### src/rtl/mem_arbiter_n.sv
// rtl/mem_arbiter_n.sv - N-channel cache-line arbiter onto a single burst memory port
// Define MEM_ARB_ROUND_ROBIN_EN for round-robin arbitration; fixed priority (channel 0 highest) otherwise.

module mem_arbiter_n #(
  parameter int NUM_CH  = 2,
  parameter int ADDR_W  = 32,
  parameter int LINE_W  = 256,
  parameter int BURST_W = 64
) (
  input  logic                       clk,
  input  logic                       reset_n,
  input  logic [NUM_CH-1:0]          ch_read_i,
  input  logic [NUM_CH-1:0]          ch_write_i,
  input  logic [NUM_CH*ADDR_W-1:0]   ch_addr_i,
  input  logic [NUM_CH*LINE_W-1:0]   ch_wline_i,
  output logic [LINE_W-1:0]          ch_rline_o,
  output logic [NUM_CH-1:0]          ch_resp_o,
  output logic                       stall_o,
  input  logic                       resp_i,
  input  logic [BURST_W-1:0]         burst_i,
  output logic [BURST_W-1:0]         burst_o,
  output logic [ADDR_W-1:0]          address_o,
  output logic                       read_o,
  output logic                       write_o
);

  localparam int BEATS = LINE_W / BURST_W;
  localparam int CNT_W = $clog2(BEATS);
  localparam int CH_W  = (NUM_CH > 1) ? $clog2(NUM_CH) : 1;
  localparam int OFF_W = $clog2(LINE_W / 8);
  localparam logic [ADDR_W-1:0] ADDR_MASK = {ADDR_W{1'b1}} << OFF_W;
  localparam logic [CNT_W-1:0]  CNT_LAST  = CNT_W'(BEATS - 1);

  typedef enum logic [1:0] {
    ST_IDLE  = 2'd0,
    ST_READ  = 2'd1,
    ST_WRITE = 2'd2,
    ST_DONE  = 2'd3
  } state_t;

  state_t              state_q, state_d;
  logic [CNT_W-1:0]    cnt_q;
  logic [CH_W-1:0]     grant_q, grant_sel;
  logic [LINE_W-1:0]   line_q, line_rd;
  logic [NUM_CH-1:0]   req, grant_oh;
  logic [ADDR_W-1:0]   addr_sel;
  logic [LINE_W-1:0]   wline_sel;
  logic                last_beat;

  assign req       = ch_read_i | ch_write_i;
  assign grant_oh  = NUM_CH'(1) << grant_q;
  assign addr_sel  = ch_addr_i[int'(grant_sel)*ADDR_W +: ADDR_W];
  assign wline_sel = ch_wline_i[int'(grant_sel)*LINE_W +: LINE_W];
  assign last_beat = resp_i && (cnt_q == CNT_LAST);
  assign burst_o   = line_q[int'(cnt_q)*BURST_W +: BURST_W];
  assign stall_o   = (|req) & (state_q != ST_DONE);

  // Incoming beat merged into the partially assembled line, LSB beat first.
  always_comb begin
    line_rd = line_q;
    line_rd[int'(cnt_q)*BURST_W +: BURST_W] = burst_i;
  end

`ifdef MEM_ARB_ROUND_ROBIN_EN
  logic [CH_W-1:0] rr_ptr_q;
  int              cand;

  // Walk downwards so the candidate closest to the pointer is assigned last and wins.
  always_comb begin
    grant_sel = '0;
    cand      = 0;
    for (int i = NUM_CH - 1; i >= 0; i--) begin
      cand = int'(rr_ptr_q) + i;
      if (cand >= NUM_CH) cand = cand - NUM_CH;
      if (req[cand[CH_W-1:0]]) grant_sel = cand[CH_W-1:0];
    end
  end

  always_ff @(posedge clk or negedge reset_n) begin
    if (!reset_n) begin
      rr_ptr_q <= '0;
    end else if (state_q == ST_DONE) begin
      rr_ptr_q <= (int'(grant_q) == NUM_CH - 1) ? '0 : grant_q + 1'b1;
    end
  end
`else
  always_comb begin
    grant_sel = '0;
    for (int i = NUM_CH - 1; i >= 0; i--) begin
      if (req[i]) grant_sel = CH_W'(i);
    end
  end
`endif

  always_ff @(posedge clk or negedge reset_n) begin
    if (!reset_n) state_q <= ST_IDLE;
    else          state_q <= state_d;
  end

  always_comb begin
    state_d = state_q;
    case (state_q)
      ST_IDLE:  if (|req) state_d = ch_write_i[grant_sel] ? ST_WRITE : ST_READ;
      ST_READ:  if (last_beat) state_d = ST_DONE;
      ST_WRITE: if (last_beat) state_d = ST_DONE;
      ST_DONE:  state_d = ST_IDLE;
      default:  state_d = ST_IDLE;
    endcase
  end

  always_ff @(posedge clk or negedge reset_n) begin
    if (!reset_n) begin
      cnt_q      <= '0;
      grant_q    <= '0;
      line_q     <= '0;
      address_o  <= '0;
      ch_rline_o <= '0;
      ch_resp_o  <= '0;
      read_o     <= 1'b0;
      write_o    <= 1'b0;
    end else begin
      read_o    <= (state_d == ST_READ);
      write_o   <= (state_d == ST_WRITE);
      ch_resp_o <= '0;
      case (state_q)
        ST_IDLE: begin
          if (|req) begin
            grant_q   <= grant_sel;
            address_o <= addr_sel & ADDR_MASK;
            line_q    <= wline_sel;
            cnt_q     <= '0;
          end
        end
        ST_READ: begin
          if (resp_i) begin
            line_q <= line_rd;
            cnt_q  <= cnt_q + 1'b1;
            if (cnt_q == CNT_LAST) begin
              ch_rline_o <= line_rd;
              ch_resp_o  <= grant_oh;
            end
          end
        end
        ST_WRITE: begin
          if (resp_i) begin
            cnt_q <= cnt_q + 1'b1;
            if (cnt_q == CNT_LAST) begin
              ch_rline_o <= line_q;
              ch_resp_o  <= grant_oh;
            end
          end
        end
        default: ;
      endcase
    end
  end

endmodule

### config.mk
export PLATFORM = sky130hd
export DESIGN_NAME = mem_arbiter_n
export DESIGN_NICKNAME = d
export VERILOG_FILES = /design/src/rtl/mem_arbiter_n.sv
export SDC_FILE = /design/constraint.sdc
export NUM_CORES = 2
export LEC_CHECK = 0
export CAP_MARGIN = 20
export CORE_AREA = 2 2 393 395
export CTS_CLUSTER_SIZE = 10
export DETAILED_ROUTE_END_ITERATION = 8
export DIE_AREA = 0 0 395 397
export GPL_TIMING_DRIVEN = 0
export SKIP_CTS_REPAIR_TIMING = 1
export SLEW_MARGIN = 20
export SYNTH_ARGS = -nofsm -noshare
export SYNTH_HDL_FRONTEND = slang
export SYNTH_SLANG_ARGS = --single-unit
### constraint.sdc
create_clock -name clk -period 4 [get_ports clk]
set_input_delay 0.8 -clock clk [delete_from_list [all_inputs] [get_ports clk]]
set_output_delay 0.8 -clock clk [all_outputs]
set_load 0.01 [all_outputs]
==> summary by stage <==
Run status
The flow ran to the end, but the final reports show violations. The final reports fail on negative setup slack.

Placed design
The final RePlAce weighted congestion is just under 1. In this run the tool buffered the top-level ports with around 990 buffer cells. The wire-length estimate of the detail-placed layout is 204 mm.

Power and ir drop
For this design the ratio of total power to cell area is between 700 and 800 nW/um^2. IR analysis of the VDD net gives a maximum drop of around 630 uV. The static power due to leakage is a little under 20 nW.

Synth
During synthesis, Yosys emitted a total of 0 warnings. After synthesis the netlist holds a flip-flop and latch count of approximately 550. In the synthesized netlist the dominant register cell turns out to be sky130_fd_sc_hd__dfrtp_1.

The number of distinct library cells after synthesis is 46. The per-instance average area after synthesis is between 9 and 10 um^2. The number of flops mapped to enable cells by yosys is 0. The sequential share of the synthesized area is 0.398.

The cell count after synthesis is ~3,700. Of all flip-flops after synthesis, the portion carrying an async set or reset was 1.00. In this run the cell area of the synthesized design comes to approximately 34,000 um^2.

Finish
The post-synthesis to final-layout area growth is 45.3%. The sequential cells in the finished layout cover a total of approximately 14,000 um^2. The final net count is 5,456. Of the cells placed in the final design, the portion with a size suffix greater than 1 is 0.103. The most frequent standard cell in the layout excluding fill and tap cells is sky130_fd_sc_hd__clkdlybuf4s50_1.

The layout has approximately 16,000 filler cells. The multi-input combinational cell area is between 15,000 and 20,000 um^2. In the layout the commonest cells are sky130_fd_sc_hd__clkdlybuf4s50_1 (986), sky130_fd_sc_hd__dfrtp_1 (548), sky130_fd_sc_hd__o21ai_0 (481), sky130_fd_sc_hd__nand2_1 (285), sky130_fd_sc_hd__clkbuf_1 (267).

Floorplanning
The initial utilization of the core area, before any placement, comes to 0.225. The horizontal extent of the die is around 400 um. The number of rows in the core area is 144. The number of placed I/O pins is around 1,000. The die covers 157,000 um^2. The die is about 400 um tall. The core area is ~150,000 um^2.

Global route
Entering global routing, the biggest net connects between 90 and 100 pins. In the global route stage, overall resource usage came out at 0.314. The leftover overflow at the end of global routing is 0. The number of antenna violations at the first check in global routing came to 73. The number of global-route vias before repair is 38,200.

The first global-routing pass estimated 338 mm of wire.

STA
Setup repair after global routing left no endpoint under its margin. The summed negative setup slack over all endpoints is -0.0485 ns. Measured against its own limit, the worst slew margin works out to 0.101. Clock skew on the completed layout was measured at 0.0552 ns.

The final max-slew violation count is 0. For this run, the top clock speed supported by timing is approximately 250 MHz. Setup violations remaining at the end of the flow were counted as 1. The routed design could run at a clock period as short as between 4 and 5 ns. Of the available clock period, the critical path in the final layout requires 1.01.

The number of failing hold endpoints at the final stage came to 0. In the post-route analysis, the smallest setup slack over all paths is -0.0485 ns. The slew at the pin with the worst max-slew slack is around 1.3 ns. Hold is met by around 0.12 ns.

Critical path
The stage delay of the slowest cell on the critical path is around 1.2 ns. The cell with the largest stage delay on the worst path is sky130_fd_sc_hd__a211oi_1. The category of the worst setup path launch point is a register. The data arrival at the endpoint of the critical path is between 4 and 5 ns.

The element type at the critical path end is a register. Walking the worst path, the cells encountered are inv_1 -> ha_1 -> clkbuf_2 -> buf_2 -> buf_2 -> clkbuf_2 -> a211oi_1 -> nor3_1 -> a22o_1. Of all nets on the critical path, the largest fanout is 11. The critical path in this run is classified as reg2reg. STA puts the critical path data required time at between 4 and 5 ns.

Clocking
Clock tree synthesis inserted a total of 73 buffers. The maximum root-to-sink buffer count is 3. The number of sinks on the clock net is roughly 550. TritonCTS built the clock tree. The number of levels the H-tree was split into is 3. The clock insertion delay at the later pin of the skew report is 0.72 ns. The clock-pin slew of the registers on the worst-case setup and hold paths is around 0.07 ns.

The tree is rooted in a sky130_fd_sc_hd__clkbuf_16.

Routing
In the routed design, unresolved DRC markers number 0. The routed wire length per instance is roughly 37 um. The residual antenna-violating net count after detailed routing is 0. The total via count in the routed design is ~40,000. Using the TritonRoute via totals, the vias-per-cell ratio works out to slightly below 6. The number of violations reported at the end of detailed-routing iteration 0 is between 5,000 and 6,000. The first detailed-routing pass ran for 9 iterations. The aggregate routed wire length is roughly 260 mm.

Min path
The kind of path behind the tightest hold check is in2async.

Run
The max-cap check violation count is 0.
## through the flow
stage / setup WS [ns] / utilization / cell area (um^2) / total power, mW / instances
2_1_floorplan: 1.19 / - / 34500 / 20.6 / 3709
6_report: -0.0485 / 0.327 / 50100 / 40.0 / 6910
3_5_place_dp: -1.14 / 0.311 / 47600 / 32.7 / 6767
5_1_grt: 0.00555 / 0.327 / 50000 / 41.5 / 6901
4_1_cts: -0.831 / 0.326 / 49900 / 39.5 / 6891
3_3_place_gp: -24.94 / 0.307 / 46900 / 32.2 / 6741
## path summary, 6_finish.rpt
path                                             startpoint                     endpoint  slack (ns)  depth (start not counted)
worst max-delay path                   state_q[1]$_DFF_PN0_      line_q[230]$_DFFE_PN0P_       -0.05                          9
worst min-delay path                                reset_n  ch_rline_o[112]$_DFFE_PN0P_        0.12                          1
worst max register to register         state_q[1]$_DFF_PN0_      line_q[230]$_DFFE_PN0P_       -0.05                          9
worst min register to register  ch_rline_o[247]$_DFFE_PN0P_  ch_rline_o[247]$_DFFE_PN0P_        0.48                          2
max in group asynchronous                           reset_n       line_q[15]$_DFFE_PN0P_        2.05                          4
min in group clk                ch_rline_o[247]$_DFFE_PN0P_  ch_rline_o[247]$_DFFE_PN0P_        0.48                          2
## cell type report
class,count,area share
multi-input combinational,2577,0.363
sequential,548,0.274
timing repair buffer,1015,0.210
tap,2044,0.0511
buffer,447,0.0445
clock buffer,107,0.0427
inverter,136,0.0102
clock inverter,17,0.00380
antenna,19,0.000950
## state kept, by name (all words and copies together), names as in the netlist
register and flops:
ch_rline_o 256, line_q 256, address_o 27, ch_resp_o 2, cnt_q 2, state_q 2, grant_q 1, read_o 1
write_o 1
## layer usage
metal / share of wire / global-route usage / vias up / wire length, um
met5: 0.0019 / 0.00363 / - / 483
met3: 0.11 / 0.0953 / 582 / 27400
met2: 0.45 / 0.493 / 2988 / 115000
li1: - / - / 16500 / -
met1: 0.39 / 0.392 / 20000 / 99000
met4: 0.054 / 0.153 / 60 / 13700
## worst max-delay path: cells and delay by family, from the launching register on
kind	cells	cell delay, ns
fa+ha+maj	1	0.19
flops	1	0.45
compound gates	2	1.50
buf+inv	5	1.58
simple gates	1	0.12
## Yosys cell counts, types with 2 or more instances
cell type	n	area, um^2
sky130_fd_sc_hd__a22o_1	193	1690
sky130_fd_sc_hd__nand2_1	285	1070
sky130_fd_sc_hd__inv_1	135	507
sky130_fd_sc_hd__buf_1	17	63.8
sky130_fd_sc_hd__and2_1	2	12.5
sky130_fd_sc_hd__o21ai_0	481	2410
sky130_fd_sc_hd__o21ai_1	190	951
sky130_fd_sc_hd__ha_1	11	138
sky130_fd_sc_hd__nor2_1	70	263
sky130_fd_sc_hd__or2_1	2	12.5
sky130_fd_sc_hd__mux4_2	64	1440
sky130_fd_sc_hd__buf_2	108	541
sky130_fd_sc_hd__nand2b_1	4	25.0
sky130_fd_sc_hd__a21oi_1	4	20.0
sky130_fd_sc_hd__buf_6	28	315
sky130_fd_sc_hd__buf_4	26	195
sky130_fd_sc_hd__nor4_4	81	1720
sky130_fd_sc_hd__clkbuf_1	268	1010
sky130_fd_sc_hd__and3_1	2	12.5
sky130_fd_sc_hd__nand4_1	66	413
sky130_fd_sc_hd__dfrtp_1	548	13700
sky130_fd_sc_hd__nor3_1	192	961
sky130_fd_sc_hd__a31oi_1	64	400
sky130_fd_sc_hd__nor3b_1	2	15.0
sky130_fd_sc_hd__a211oi_1	193	1450
sky130_fd_sc_hd__o31ai_1	192	1440
sky130_fd_sc_hd__or4_1	65	488
sky130_fd_sc_hd__a22oi_1	256	1920
sky130_fd_sc_hd__nor4_1	92	576
sky130_fd_sc_hd__nor4_2	20	250
sky130_fd_sc_hd__mux2i_1	29	290
## power by group
| group | switching, mW | internal, mW |
|---|---|---|
| combinational | 13.4 | 9.28 |
| clock | 2.92 | 3.83 |
| sequential | 2.43 | 8.09 |
| total | 18.8 | 21.2 |
## cells by family (layout without fill, tap and decap cells)
| group | after synthesis | in the layout | share of synthesized area |
|---|---|---|---|
| AO/OA/AOI/OAI | 1576 | 1576 | 0.299 |
| multiplexers | 94 | 94 | 0.0506 |
| buffers and inverters | 584 | 1722 | 0.0765 |
| adder cells (fa/ha/maj) | 11 | 11 | 0.00400 |
| other | 1 | 24 | 0.000109 |
| AND/OR/NAND/NOR | 891 | 891 | 0.171 |
| flip-flops | 548 | 548 | 0.398 |
(Power assumes the default switching activity.)
